<file path="src/rtl/write_merge_buffer.sv">
// rtl/write_merge_buffer.sv - single-line byte-masked write-combining buffer with flush handshake
module write_merge_buffer #(
    parameter int ADDR_W     = 16,
    parameter int WORD_BYTES = 2,
    parameter int LINE_BYTES = 32
) (
    input  logic                    clk,
    input  logic                    rst,
    input  logic                    wr_req,
    input  logic [ADDR_W-1:0]       wr_addr,
    input  logic [8*WORD_BYTES-1:0] wr_data,
    input  logic [WORD_BYTES-1:0]   wr_be,
    output logic                    wr_ack,
    input  logic                    flush_now,
    output logic                    flush_valid,
    input  logic                    flush_ack,
    output logic [ADDR_W-1:0]       flush_addr,
    output logic [8*LINE_BYTES-1:0] flush_line,
    output logic [LINE_BYTES-1:0]   flush_mask,
    output logic                    idle
);
    localparam int BSEL_W = $clog2(WORD_BYTES);
    localparam int OFF_W  = $clog2(LINE_BYTES);
    localparam int WSEL_W = OFF_W - BSEL_W;
    localparam int TAG_W  = ADDR_W - OFF_W;

    typedef enum logic [1:0] {EMPTY, HOLD, FLUSH} state_t;

    state_t                  state, state_next;
    logic [TAG_W-1:0]        tag;
    logic [8*LINE_BYTES-1:0] line, merged_line;
    logic [LINE_BYTES-1:0]   mask, merged_mask;
    logic [TAG_W-1:0]        wr_tag;
    logic [WSEL_W-1:0]       wr_wsel;
    logic [OFF_W-1:0]        byte_idx;
    logic                    tag_hit, accept, do_merge;
    logic                    unused_addr_bits;

    assign wr_tag           = wr_addr[ADDR_W-1:OFF_W];
    assign wr_wsel          = wr_addr[OFF_W-1:BSEL_W];
    assign unused_addr_bits = ^(wr_addr & ADDR_W'(WORD_BYTES-1));
    assign tag_hit          = (wr_tag == tag);

    // A request still high during its own ack cycle must not be merged twice.
    assign accept   = wr_req && !wr_ack &&
                      ((state == EMPTY) || (state == HOLD && tag_hit && !flush_now));
    assign do_merge = accept && (|wr_be);

    always_comb begin
        merged_line = line;
        merged_mask = mask;
        byte_idx    = '0;
        for (int i = 0; i < WORD_BYTES; i++) begin
            byte_idx = (OFF_W'(wr_wsel) << BSEL_W) + OFF_W'(i);
            if (wr_be[i]) begin
                merged_line[{byte_idx, 3'b000} +: 8] = wr_data[8*i +: 8];
                merged_mask[byte_idx]                = 1'b1;
            end
        end
    end

    always_comb begin
        state_next = state;
        case (state)
            EMPTY: if (do_merge) state_next = HOLD;
            HOLD: begin
                // Flush wins over a concurrent write; a conflicting write waits for the drain.
                if (flush_now || (wr_req && !tag_hit))
                    state_next = FLUSH;
                else if (do_merge && (&merged_mask))
                    state_next = FLUSH;
            end
            FLUSH: if (flush_ack) state_next = EMPTY;
            default: state_next = EMPTY;
        endcase
    end

    always_ff @(posedge clk) begin
        if (rst) begin
            state  <= EMPTY;
            tag    <= '0;
            line   <= '0;
            mask   <= '0;
            wr_ack <= 1'b0;
        end else begin
            state  <= state_next;
            wr_ack <= accept;
            if (do_merge) begin
                line <= merged_line;
                mask <= merged_mask;
            end
            if (state == EMPTY && do_merge)
                tag <= wr_tag;
            if (state == FLUSH && flush_ack)
                mask <= '0;
        end
    end

    assign flush_valid = (state == FLUSH);
    assign idle        = (state == EMPTY);
    assign flush_addr  = {tag, OFF_W'(0)};
    assign flush_mask  = mask;

    for (genvar b = 0; b < LINE_BYTES; b++) begin : g_zero
        assign flush_line[8*b +: 8] = mask[b] ? line[8*b +: 8] : 8'h00;
    end

endmodule

</file>
<file path="config.mk">
export PLATFORM = sky130hd
export DESIGN_NAME = write_merge_buffer
export DESIGN_NICKNAME = d
export VERILOG_FILES = /design/src/rtl/write_merge_buffer.sv
export SDC_FILE = /design/constraint.sdc
export NUM_CORES = 1
export LEC_CHECK = 0
export BUFFER_PORTS_ARGS = -buffer_cell sky130_fd_sc_hd__buf_2
export CAP_MARGIN = 10
export CORE_UTILIZATION = 54
export CTS_CLUSTER_DIAMETER = 120
export DETAILED_ROUTE_END_ITERATION = 10
export PLACE_DENSITY = 0.92
export SYNTH_ARGS = -nofsm -noshare
export SYNTH_HDL_FRONTEND = slang
export SYNTH_SLANG_ARGS = --single-unit
</file>
<file path="constraint.sdc">
create_clock -name clk -period 3.1 [get_ports clk]
set_input_delay 0.31 -clock clk [delete_from_list [all_inputs] [get_ports clk]]
set_output_delay 0.31 -clock clk [all_outputs]
set_load 0.02 [all_outputs]
</file>
== Word level (Yosys, flattened, before mapping) ==
Cells that the tools add are included.
Word-level totals
  bits in registers: 302
  input port bits: 39
  output and inout port bits: 307
  word-level logic and storage cells: 92
Operators by class
  $add $sub $neg: 3
  magnitude comparators: 4
  equal/unequal tests: 6
  shift operators: 4
  muxes and demuxes: 47
  bitwise operators: 2
  reductions and logical operators: 21
Operators with widths (count)
  bitwise mux 256 bit: 2
  two-way mux 256 bit: 2
  variable shift 8 x 10 -> 256 bit (first input constant): 2
  variable part select 8 x 10 -> 256 bit: 2
  two-way mux 8 bit: 32
  two-way mux 32 bit: 2
  bitwise OR 32 x 31 -> 32 bit: 1
  bitwise OR 32 bit: 1
  AND reduction 32 bit: 1
  negation 8 -> 10 bit: 2
  < comparator 5 x 6 -> 1 bit (second input constant): 2
  equality test 11 bit: 1
  logical AND 1 bit: 11
  >= comparator 5 x 1 -> 1 bit (second input constant): 2
  two-way mux 2 bit: 4
  case mux 2 bit (3 select lines): 1
  adder 5 x 1 -> 5 bit (second input constant): 1
  demux 1 bit (select 5 bit): 1
  demux 1 bit (select 4 bit): 1
  != test 2 x 1 -> 1 bit (second input constant): 2
  OR reduction 2 bit: 2
  zero test 1 bit: 3
  != test 3 x 1 -> 1 bit (second input constant): 1
  AND reduction 3 bit: 1
  5 further kinds: 7

== Longest topological paths before layout ==
  depth in word-level cells: 13
  mapped depth: 10
  gate-level depth less buffers: 8

== Worst setup path after synthesis ==
OpenSTA, ideal clock, no wires.
  path type: input to register
  from: input port wr_addr[1]
  to: register state[0]
  setup time: 0.115 ns
  arrival: 2.309 ns
  required time: 2.985 ns
  setup slack: 0.676 ns
  stages: 10
  path buffers: 2
  cells stage by stage: clkbuf_1 -> inv_1 -> ha_1 -> clkbuf_1 -> nor4bb_1 -> o22a_1 -> o2111ai_1 -> nor4_1 -> a41oi_1 -> o21a_1
On the way
  longest elaborated chain between the ends: 12
  elaborated cells on any way between the ends: 19
  classes of those cells: add/sub (1); order compare (4); eq/ne (1); mux (6); bitwise (2); reduce/logical (5)
RTL lines
  start, declared: RTL line 10  | input logic [ADDR_W-1:0] wr_addr,
  parallel branches: the longest is 7 deep, another holds < comparator 5 x 6 -> 1 bit
  two-way mux 32 bit (*): RTL line 55  | if (wr_be[i]) begin
  AND reduction 32 bit (*): RTL line 70  | else if (do_merge && (&merged_mask))
  logical AND 1 bit (*): RTL line 70
  != test 3 x 1 -> 1 bit (no line) (*)
  AND reduction 3 bit (no line) (*)
  end signal, assigned: RTL line 86  | state <= state_next;
  end, declared: RTL line 29  | state_t state, state_next;
Every way passes the cells marked *.
A chain may end at the register's enable or synchronous reset.

== Worst setup path in the final report ==
  from: register state[0]
  to: register line[253]
On the way
  longest elaborated chain between the ends: 6
  elaborated cells on any way between the ends: 7
  classes of those cells: eq/ne (1); reduce/logical (6)
RTL lines
  equality test 2 x 1 -> 1 bit: RTL line 46  | ((state == EMPTY) || (state == HOLD && tag_hit && !flush_now));
  logical AND 1 bit (2 in a row): RTL line 46
  logical OR 1 bit (*): RTL line 46
  logical AND 1 bit (*): RTL line 45  | assign accept = wr_req && !wr_ack &&
  logical AND 1 bit (*): RTL line 47  | assign do_merge = accept && (|wr_be);
  end signal, assigned: RTL line 89  | line <= merged_line;
  end, declared: RTL line 31  | logic [8*LINE_BYTES-1:0] line, merged_line;
Mark *: on every way between the ends. The rest lies on a longest branch, timed or not.

==> key figures <==
Run status
  • Result of the run: finished clean

Hold path
  • Hold WC Path Type: in2reg
  • Hold Path Origin: wr_addr[11]

Worst setup path
  • Kind of critical path: reg2reg
  • Setup crit start kind: flop
  • Biggest fanout along the worst timing path: 25
  • Data arrival time of the worst path: 3120 ps
  • Nature of the critical path endpoint: flop
  • Beginning of the worst register-to-register path: state[0]
  • Data required time of the worst path: roughly 3500 ps
  • Startpoint of the worst setup timing path: state[0]

Routing
  • Via count: 12160
  • First-pass iteration count of the detailed router: 6
  • Antenna-violating nets left: 0
  • Remaining DRCs: 0
  • Total wire length: 40.12 mm
  • Mean routed wirelength per cell: approximately 18 µm
  • Via-to-Cell Ratio: 5.548
  • Initial DRC Count: 1227

GRT
  • Final global-route overflow total: 0
  • Global-route usage over all layers: 29.28%
  • Number of antenna violations at the first check in global routing: 3
  • Pin count of the biggest net entering global routing: 110
  • Wire length of the first global-routing pass: between 60 and 70 mm
  • Vias in the first global route: between 10000 and 15000

Synthesis
  • Synth top area share: 43.28%
  • Cell area after synthesis: 0.01397 mm²
  • Mean Syn Cell Area: 9.107 µm²
  • Fraction of the yosys area taken by sequential cells: 43.28%
  • Register bit count reported by yosys: 302
  • Proportion of synthesized flip-flops having asynchronous set or reset: 0%
  • Synthesized netlist cell count: 1534
  • Number of different library cells in the post-synthesis netlist: 63
  • Count of flip-flops with a built-in enable after synthesis: 0
  • Post-synthesis cell type with the largest combined area: sky130_fd_sc_hd__dfxtp_1
  • Ys Warns: 0
  • Library cell with the highest instance count after synthesis: sky130_fd_sc_hd__dfxtp_1
  • Leading cell types by total area after synthesis: sky130_fd_sc_hd__dfxtp_1 43%, sky130_fd_sc_hd__mux2i_1 14%, sky130_fd_sc_hd__and2_1 12%
  • Most instantiated flip-flop cell in the synthesis netlist: sky130_fd_sc_hd__dfxtp_1
  • Cell types with the highest counts after synthesis: 302 x sky130_fd_sc_hd__dfxtp_1, 267 x sky130_fd_sc_hd__and2_1, 192 x sky130_fd_sc_hd__mux2i_1

Die
  • Die X-Extent: 162.8 µm
  • Die Footprint: ~0.027 mm²
  • Vertical extent of the die: 162.8 µm
  • Area of the core: 0.02525 mm²
  • Floorplan row count: between 50 and 60
  • Effective utilization at floorplan: 55.32%
  • Count of pins on the block boundary: 346

Cells and area
  • Layout cells sized above 1: 23.68%
  • Number of standard cells in the final layout excluding fillers: 2191
  • Area growth syn-to-layout: 21.12%
  • # fillers: slightly below 2000
  • # nets final: roughly 1900

Placement
  • Number of cells in the design after placement: 2132
  • Detailed-placement wirelength estimate: 28.19 mm
  • Port Buf Inserts: between 300 and 400
  • Final weighted congestion in routability-driven placement: 0.9240

Timing
  • Setup clock skew after layout: 13.83 ps
  • FMAX: 0.3682 GHz
  • Number of max-slew violations in the final report: 0
  • Setup total negative slack: 0 ps
  • Worst max-slew margin expressed relative to the limit: 40.59%
  • Number of hold violations in the final report: 0
  • Final Setup Violations: 0
  • Setup repair after global routing missed its margin: false
  • Time the final worst path needs with I/O delays and setup: approximately 2700 ps
  • Post-route clock period utilization: 87.61%
  • Slew of the pin with the lowest slew margin: 891.2 ps

CTS
  • # clock sinks: 302
  • Clock Pin Slew Worst Setup and Hold Paths: 60 ps
  • Number of buffers created by CTS: 31
  • Resize count post-CTS: 0
  • Number of levels in the clock H-tree: 1
  • Buffer depth of the longest clock path: 3
  • Clock root buffer master: sky130_fd_sc_hd__clkbuf_16
  • Hold Buf Count CTS: 0
  • Clock tree from TritonCTS: built
  • Setup Buffers After CTS: 0
  • Worst-skew pair later-pin latency: 550 ps

Power
  • Maximum VDD drop: 0.3793 mV
  • Power Density: 499.0 mW/mm²
  • Leakage power summed over all cells: 7.675 nW
  • Total design power: 0.008443 W

Flow run
  • Max_cap viols: 0
==> metrics by stage <==
stage	hold WS [ps]	util, %	setup slack [ps]	cell area, µm²
floorplan	430.1	-	676.2	13980
global placement	438.7	62.66	343.4	15830
detailed placement	447.0	62.66	232.7	15830
CTS	3.537	66.97	417.7	16910
global route	14.03	66.97	278.8	16910
finish	15.47	67.00	384.2	16920
==> layer usage <==
metal	routed length (µm)	track usage (%)	share of wire [%]	up-vias
li1	-	-	-	5716
met1	16220	36.51	40	5753
met2	19090	49.19	48	579
met3	3433	5.679	8.6	106
met4	1370	12.36	3.4	2
met5	10	0	0.025	-
==> path summary, 6_finish.rpt <==
| check | slack [ps] | to | cells past startpoint |
|---|---|---|---|
| min | 20 | tag[6] | 3 |
| min reg2reg | 460 | line[106] | 2 |
| max reg2reg | 380 | line[253] | 7 |
| max | 380 | line[253] | 7 |
==> cell usage in the layout (no fill, tap or decap), drive strengths merged, types with 8 or more instances in the layout <==
| master | instances |
|---|---|
| mux2i | 192 |
| nor2 | 119 |
| nor3 | 12 |
| o21ai | 68 |
| xnor2 | 11 |
| buf | 358 |
| and3 | 16 |
| nand2 | 125 |
| a21oi | 33 |
| dfxtp | 302 |
| nand2b | 111 |
| ha | 8 |
| and2 | 267 |
| nand3 | 28 |
| nand3b | 47 |
| a31oi | 17 |
| clkbuf | 44 |
| nand4 | 13 |
| inv | 16 |
==> sequential cells by signal, summed over array words and instances, names as in the netlist <==
register	cells
flush_mask	32
wr_ack	1
tag	11
state	2
line	256
==> critical path, cell delays in order, from the launching register on <==
cell	delay, ps
sky130_fd_sc_hd__dfxtp_1	380
sky130_fd_sc_hd__nor3b_2	240
sky130_fd_sc_hd__nand4_2	170
sky130_fd_sc_hd__o31ai_4	230
sky130_fd_sc_hd__buf_4	410
sky130_fd_sc_hd__nand4_1	660
sky130_fd_sc_hd__mux2i_1	400
sky130_fd_sc_hd__nor2_1	60
==> power breakdown <==
group	total [W]	leakage (nW)	switching, W	internal, W
combinational	0.000523	4.71	0.000365	0.000159
clock	0.00399	0.532	0.00154	0.00245
sequential	0.00393	2.43	0.0000288	0.00391
==> cell type report <==
type                            instances  area [µm²]  share of cell area, %
Multi-Input combinational cell       1126        7461                  44.10
Sequential cell                       302        6046                  35.73
Timing Repair Buffer                  358        1846                  10.91
Clock buffer                           44       874.6                  5.169
Tap cell                              330       412.9                  2.440
Clock inverter                         12       212.7                  1.257
Inverter                               16       60.06                 0.3550
Antenna cell                            3       7.507                0.04437
==> cells by family after synthesis <==
logic type | Yosys count | synth area share (%)
AND/OR/NAND/NOR | 770 | 32.16
flip-flops | 302 | 43.28
multiplexers | 193 | 13.84
AO/OA/AOI/OAI | 137 | 5.634
buffers and inverters | 110 | 3.475
XOR/XNOR | 13 | 0.8688
adder cells (fa/ha/maj) | 8 | 0.7166
other | 1 | 0.02684
Power figures use the tool's default switching activity.
